File: config.mk
export PLATFORM = sky130hd
export DESIGN_NAME = sn_arbiter
export DESIGN_NICKNAME = d
export VERILOG_FILES = /design/src/rtl/sn_arbiter.sv
export SDC_FILE = /design/constraint.sdc
export NUM_CORES = 1
export LEC_CHECK = 0
export BUFFER_PORTS_ARGS = -buffer_cell sky130_fd_sc_hd__buf_2
export CAP_MARGIN = 15
export CORE_ASPECT_RATIO = 1.1
export CORE_MARGIN = 8
export CORE_UTILIZATION = 28
export DETAILED_ROUTE_END_ITERATION = 10
export GPL_ROUTABILITY_DRIVEN = 0
export PLACE_DENSITY = 0.91
export REMOVE_ABC_BUFFERS = 1
export SYNTH_ARGS = -nofsm -noshare
export SYNTH_HDL_FRONTEND = slang
export SYNTH_SLANG_ARGS = --single-unit
File: constraint.sdc
create_clock -name clk -period 1.9 [get_ports clk]
set_input_delay 0.285 -clock clk [delete_from_list [all_inputs] [get_ports clk]]
set_output_delay 0.285 -clock clk [all_outputs]
set_load 0.02 [all_outputs]
File: src/rtl/sn_arbiter.sv
// sn_arbiter: round-robin arbiter that shares one snooper among N_CORES packet-filter cores.
// Ports: clk/rst; snooper side (sn_*, rdy_for_sn, rdy_for_sn_ack); core side (core_sn_* broadcast,
//        per-core core_sn_wr_en/core_sn_done/core_rdy_for_sn/core_rdy_for_sn_ack); status (sel_core, busy, sn_err).
// Latency: offer 1 cycle after a core becomes ready in IDLE; ack and strobe steering are combinational.
module sn_arbiter #(
  parameter int N_CORES           = 4,
  parameter int SN_FWD_ADDR_WIDTH = 8,
  parameter int SN_FWD_DATA_WIDTH = 64,
  parameter int INC_WIDTH         = 4,
  parameter int SEL_WIDTH         = $clog2(N_CORES)
) (
  input  logic                         clk,
  input  logic                         rst,
  // snooper side
  input  logic [SN_FWD_ADDR_WIDTH-1:0] sn_addr,
  input  logic [SN_FWD_DATA_WIDTH-1:0] sn_wr_data,
  input  logic                         sn_wr_en,
  input  logic [INC_WIDTH-1:0]         sn_byte_inc,
  input  logic                         sn_done,
  output logic                         rdy_for_sn,
  input  logic                         rdy_for_sn_ack,
  // core side
  output logic [SN_FWD_ADDR_WIDTH-1:0] core_sn_addr,
  output logic [SN_FWD_DATA_WIDTH-1:0] core_sn_wr_data,
  output logic [INC_WIDTH-1:0]         core_sn_byte_inc,
  output logic [N_CORES-1:0]           core_sn_wr_en,
  output logic [N_CORES-1:0]           core_sn_done,
  input  logic [N_CORES-1:0]           core_rdy_for_sn,
  output logic [N_CORES-1:0]           core_rdy_for_sn_ack,
  // status
  output logic [SEL_WIDTH-1:0]         sel_core,
  output logic                         busy,
  output logic                         sn_err
);

  typedef enum logic [1:0] {S_IDLE, S_OFFER, S_ACTIVE} state_t;

  state_t               state_q, state_d;
  logic [SEL_WIDTH-1:0] ptr_q, ptr_d;
  logic [SEL_WIDTH-1:0] sel_q, sel_d;
  logic [SEL_WIDTH-1:0] pick;
  logic                 any_rdy;
  logic                 sel_rdy;
  logic                 err_q, err_d;
  logic [N_CORES-1:0]   sel_onehot;

  // Data buses are shared by all cores; only the strobes are steered.
  assign core_sn_addr     = sn_addr;
  assign core_sn_wr_data  = sn_wr_data;
  assign core_sn_byte_inc = sn_byte_inc;

  assign sel_core = sel_q;
  assign busy     = (state_q == S_ACTIVE);
  assign sn_err   = err_q;

  // Round-robin pick. Descending loops let the lowest matching index win:
  // the first pass gives the wrap-around fallback (lowest ready overall),
  // the second overrides it with the lowest ready index at or above ptr.
  always_comb begin
    pick    = '0;
    any_rdy = 1'b0;
    for (int i = N_CORES - 1; i >= 0; i--) begin
      if (core_rdy_for_sn[i]) begin
        pick    = SEL_WIDTH'(i);
        any_rdy = 1'b1;
      end
    end
    for (int i = N_CORES - 1; i >= 0; i--) begin
      if (core_rdy_for_sn[i] && (i >= int'(ptr_q))) begin
        pick = SEL_WIDTH'(i);
      end
    end
  end

  always_comb begin
    sel_onehot = '0;
    for (int i = 0; i < N_CORES; i++) begin
      sel_onehot[i] = (sel_q == SEL_WIDTH'(i));
    end
  end

  assign sel_rdy = |(core_rdy_for_sn & sel_onehot);

  always_comb begin
    state_d             = state_q;
    ptr_d               = ptr_q;
    sel_d               = sel_q;
    err_d               = err_q;
    rdy_for_sn          = 1'b0;
    core_rdy_for_sn_ack = '0;
    core_sn_wr_en       = '0;
    core_sn_done        = '0;

    case (state_q)
      S_IDLE: begin
        if (any_rdy) begin
          sel_d   = pick;
          state_d = S_OFFER;
        end
      end
      S_OFFER: begin
        rdy_for_sn = sel_rdy;
        // A ready-drop wins over a same-cycle ack: the ack is then an error.
        if (!sel_rdy) begin
          state_d = S_IDLE;
        end else if (rdy_for_sn_ack) begin
          core_rdy_for_sn_ack = sel_onehot;
          state_d             = S_ACTIVE;
        end
      end
      S_ACTIVE: begin
        core_sn_wr_en = {N_CORES{sn_wr_en}} & sel_onehot;
        core_sn_done  = {N_CORES{sn_done}} & sel_onehot;
        if (sn_done) begin
          ptr_d   = (sel_q == SEL_WIDTH'(N_CORES - 1)) ? '0 : sel_q + SEL_WIDTH'(1);
          state_d = S_IDLE;
        end
      end
      default: state_d = S_IDLE;
    endcase

    // Stray strobes outside ACTIVE are simply never steered above, so the
    // only extra work is recording the protocol violation.
    if ((rdy_for_sn_ack && !rdy_for_sn) ||
        ((sn_wr_en || sn_done) && (state_q != S_ACTIVE))) begin
      err_d = 1'b1;
    end

    // No strobe may leak out during the reset cycle, whatever the old state.
    if (rst) begin
      rdy_for_sn          = 1'b0;
      core_rdy_for_sn_ack = '0;
      core_sn_wr_en       = '0;
      core_sn_done        = '0;
    end
  end

  always_ff @(posedge clk) begin
    if (rst) begin
      state_q <= S_IDLE;
      ptr_q   <= '0;
      sel_q   <= '0;
      err_q   <= 1'b0;
    end else begin
      state_q <= state_d;
      ptr_q   <= ptr_d;
      sel_q   <= sel_d;
      err_q   <= err_d;
    end
  end

endmodule

==> reports/results.tsv <==
stage	metric	value	unit
detailed_routing	Metal-1 WL	1220	microns
synthesis	compound-cell area share of the yosys netlist	0.0938	
synthesis	post-synth design cell area	0.00109	sq mm
pwr	clock power share	0.430	
setup_path	Crit Path Max Fanout	5	
die	die height	81.5	microns
pwr	internal power	357	uW
detailed_routing	antenna viol nets, final	0	
synthesis	top post-synthesis cells by area	buf_4, dfxtp_1, nor2_1, ha_1, nand2b_1	
die	# rows	24	
clock_tree	clk sinks	7	
setup_path	Crit. End Element	output port	
timing	fmax	491	MHz
run_status	violated checks	setup timing	
clock_tree	clock-pin slew on the worst setup and hold paths	0.04	ns
detailed_routing	1st-iter DRT viols	69	
clock_tree	worst-skew pair later-pin latency	0.24	ns
timing	Final Skew	0.00624	ns
global_routing	grt ovf	0	
timing	final worst slack	-0.135	ns
final_layout	final non-filler cell total	156	
die	Initial Util	0.285	
setup_path	Startpoint Class	flip-flop	
timing	Slew @ Worst Pin	0.265	ns
clock_tree	CTS tree	yes	
global_routing	first-pass GRT wire length	10900	microns
job	Max-Cap Viols	0	
final_layout	final net count	194	
timing	Min Clock Period, post-route	2.03	ns
final_layout	Register Area	148	sq um
final_layout	fill count	443	
final_layout	area delta synth->final	-17.3	%
place	Detailed Place HPWL	8640	microns
place	Port Buffers	25	
detailed_routing	DR WL met2	4760	microns
clock_tree	H-Tree Level Count	1	
die	Core ar.	0.00384	sq mm
global_routing	initial antenna violation count	0	
final_layout	fraction of layout cells with a size suffix above 1	0.481	
synthesis	Warnings, synthesis	0	
pwr	Net Sw Power	159	uW
pwr	Switching Fraction	0.308	
synthesis	Yosys cell types	25	
pwr	P_leak	0.367	nW
die	die area	0.00616	sq mm
setup_path	Critical Path AT	1.75	ns
synthesis	largest family of logic cells by synthesized area	buffers and inverters	
synthesis	post-synthesis adder-cell area fraction	0.0458	
synthesis	most area-hungry cell type in the Yosys netlist	buf_4	
detailed_routing	met3 WL post-DR	2870	microns
synthesis	post-synthesis simple-gate area fraction	0.193	
global_routing	vias in the first global route	800	
detailed_routing	Residual DRC	0	
clock_tree	Root Buffer	clkbuf_8	
pwr	pwr dens	570	mW/mm^2
pwr	Peak VDD IR	0.000139	V
detailed_routing	vias	867	
detailed_routing	vias per inst	5.56	
timing	Max Slew Vio Count	0	
setup_path	Req. time, crit path	1.62	ns
clock_tree	cts bufs inserted	3	
final_layout	post-layout util	0.235	
die	Ports	178	
synthesis	Post-Synth XOR/XNOR Area	0	
detailed_routing	routed len/inst	61.5	microns
synthesis	synthesis-stage register bit count	7	
detailed_routing	routed wire length	9590	microns
run_status	outcome	complete, but fails checks	
place	Inst Count DP	149	
timing	hold slack final	0.336	ns
clock_tree	CTS Buffer Depth	2	
die	Die W	75.6	microns
timing	final setup violation count	5	
setup_path	Setup Crit Path Kind	reg2out	
synthesis	top-area cell type share of the netlist area	0.522	
pwr	Power, Total	515	uW
synthesis	post-synthesis mux area share	0	
synthesis	sequential share of the synthesized area	0.128	
final_layout	Multi-input gate area	444	sq um
pwr	combinational power share	0.246	
synthesis	cells after synthesis	148	
synthesis	Mapped Avg Cell Area	7.39	sq um
timing	Final Cycle Share	1.07	
timing	Slew headroom	0.821	
detailed_routing	uppermost layer routed	met5	
timing	RSZ-0062 raised after global routing	yes	
final_layout	n_diodes	0	
clock_tree	cts hold-fix bufs	0	
detailed_routing	drt pass-1 iters	4	
global_routing	largest net degree at the start of global routing	15	
hold_path	Hold Crit Class	in2reg	
global_routing	GRT Total Usage	0.300	
timing	final hold vios	0	
pwr	sequential power share	0.324	
## per-layer routing
layer,vias up,track usage
met4,2,0.213
met2,167,0.519
met1,361,0.109
met5,-,0.0684
met3,32,0.411
li1,305,-
## cell usage in the layout, fill, tap and decap left out, drive strengths merged, types with 4 or more instances in the layout
| master | count |
|---|---|
| a21oi | 4 |
| clkbuf | 4 |
| nand2 | 5 |
| ha | 4 |
| inv | 4 |
| nand2b | 8 |
| nor2 | 21 |
| dfxtp | 7 |
| buf | 29 |
## cells by family after synthesis
kind of cell / after synthesis
buffers and inverters: 81
and+or+nand+nor: 43
DFF: 7
adders and majority gates: 4
AOI/OAI and AO/OA: 13
## cell usage after synthesis, drive strengths merged
master / number
nor3: 1
dfxtp: 7
nand2: 5
a211oi: 1
nand3b: 2
ha: 4
nand3: 1
clkbuf: 1
a21oi: 4
nor2: 21
or2: 1
or3: 1
o41ai: 2
buf: 76
nand2b: 8
a22oi: 2
o21a: 1
a31oi: 1
nor2b: 2
inv: 4
a211o: 2
and2b: 1
## worst max-delay path: stages (launching register included)
cell and delay, ns:
dfxtp_4 0.37, inv_4 0.08, ha_4 0.13, a22oi_2 0.07
a211o_1 0.32, or2_4 0.29, nor2_1 0.10, buf_4 0.15
## timing repair
action                                 4_1_cts  5_1_grt
setup endpoints to repair                    5        5
pin swaps                                    7        1
endpoints found under the hold margin        0        0
buffers inserted                             3        1
resized for setup                           26        7
## registers in the layout, summed over array words and instances (netlist names)
name      count
sel_core      2
state_q       2
ptr_q         2
sn_err        1
## power by group through the flow
stage,clock [mW],combinational (mW),sequential (mW)
after CTS,0.225,0.114,0.165
after detailed placement,0,0.0965,0.166
after global routing,0.233,0.138,0.168
after floorplan,0,0.0530,0.169
after global placement,0,0.0948,0.165
final,0.221,0.127,0.167
## worst paths after layout
| kind | start | endpoint | slack, ns | cells past startpoint |
|---|---|---|---|---|
| worst max-delay path | sel_core[1] | core_rdy_for_sn_ack[2] | -0.13 | 7 |
| worst min-delay path | rdy_for_sn_ack | sn_err | 0.34 | 3 |
| worst max register to register | sel_core[1] | sn_err | 0.23 | 8 |
| worst min register to register | ptr_q[0] | ptr_q[0] | 0.49 | 2 |
## cell type report
cell class                 count  area share
timing repair buffer          29       0.202
sequential                     7       0.163
inverter                       4      0.0221
tap                           52      0.0719
clock buffer                   4      0.0498
multi-input combinational     60       0.491
## per-stage QoR
step	instance area, sq um	TNS (ns)	setup slack (ns)
floorplan	519	-0.204	-0.0549
global placement	717	0	0.0875
detailed placement	717	0	0.0257
CTS	867	-0.408	-0.119
global route	905	-0.812	-0.170
finish	905	-0.616	-0.135
Note: power is estimated with default switching activity, not from simulation.
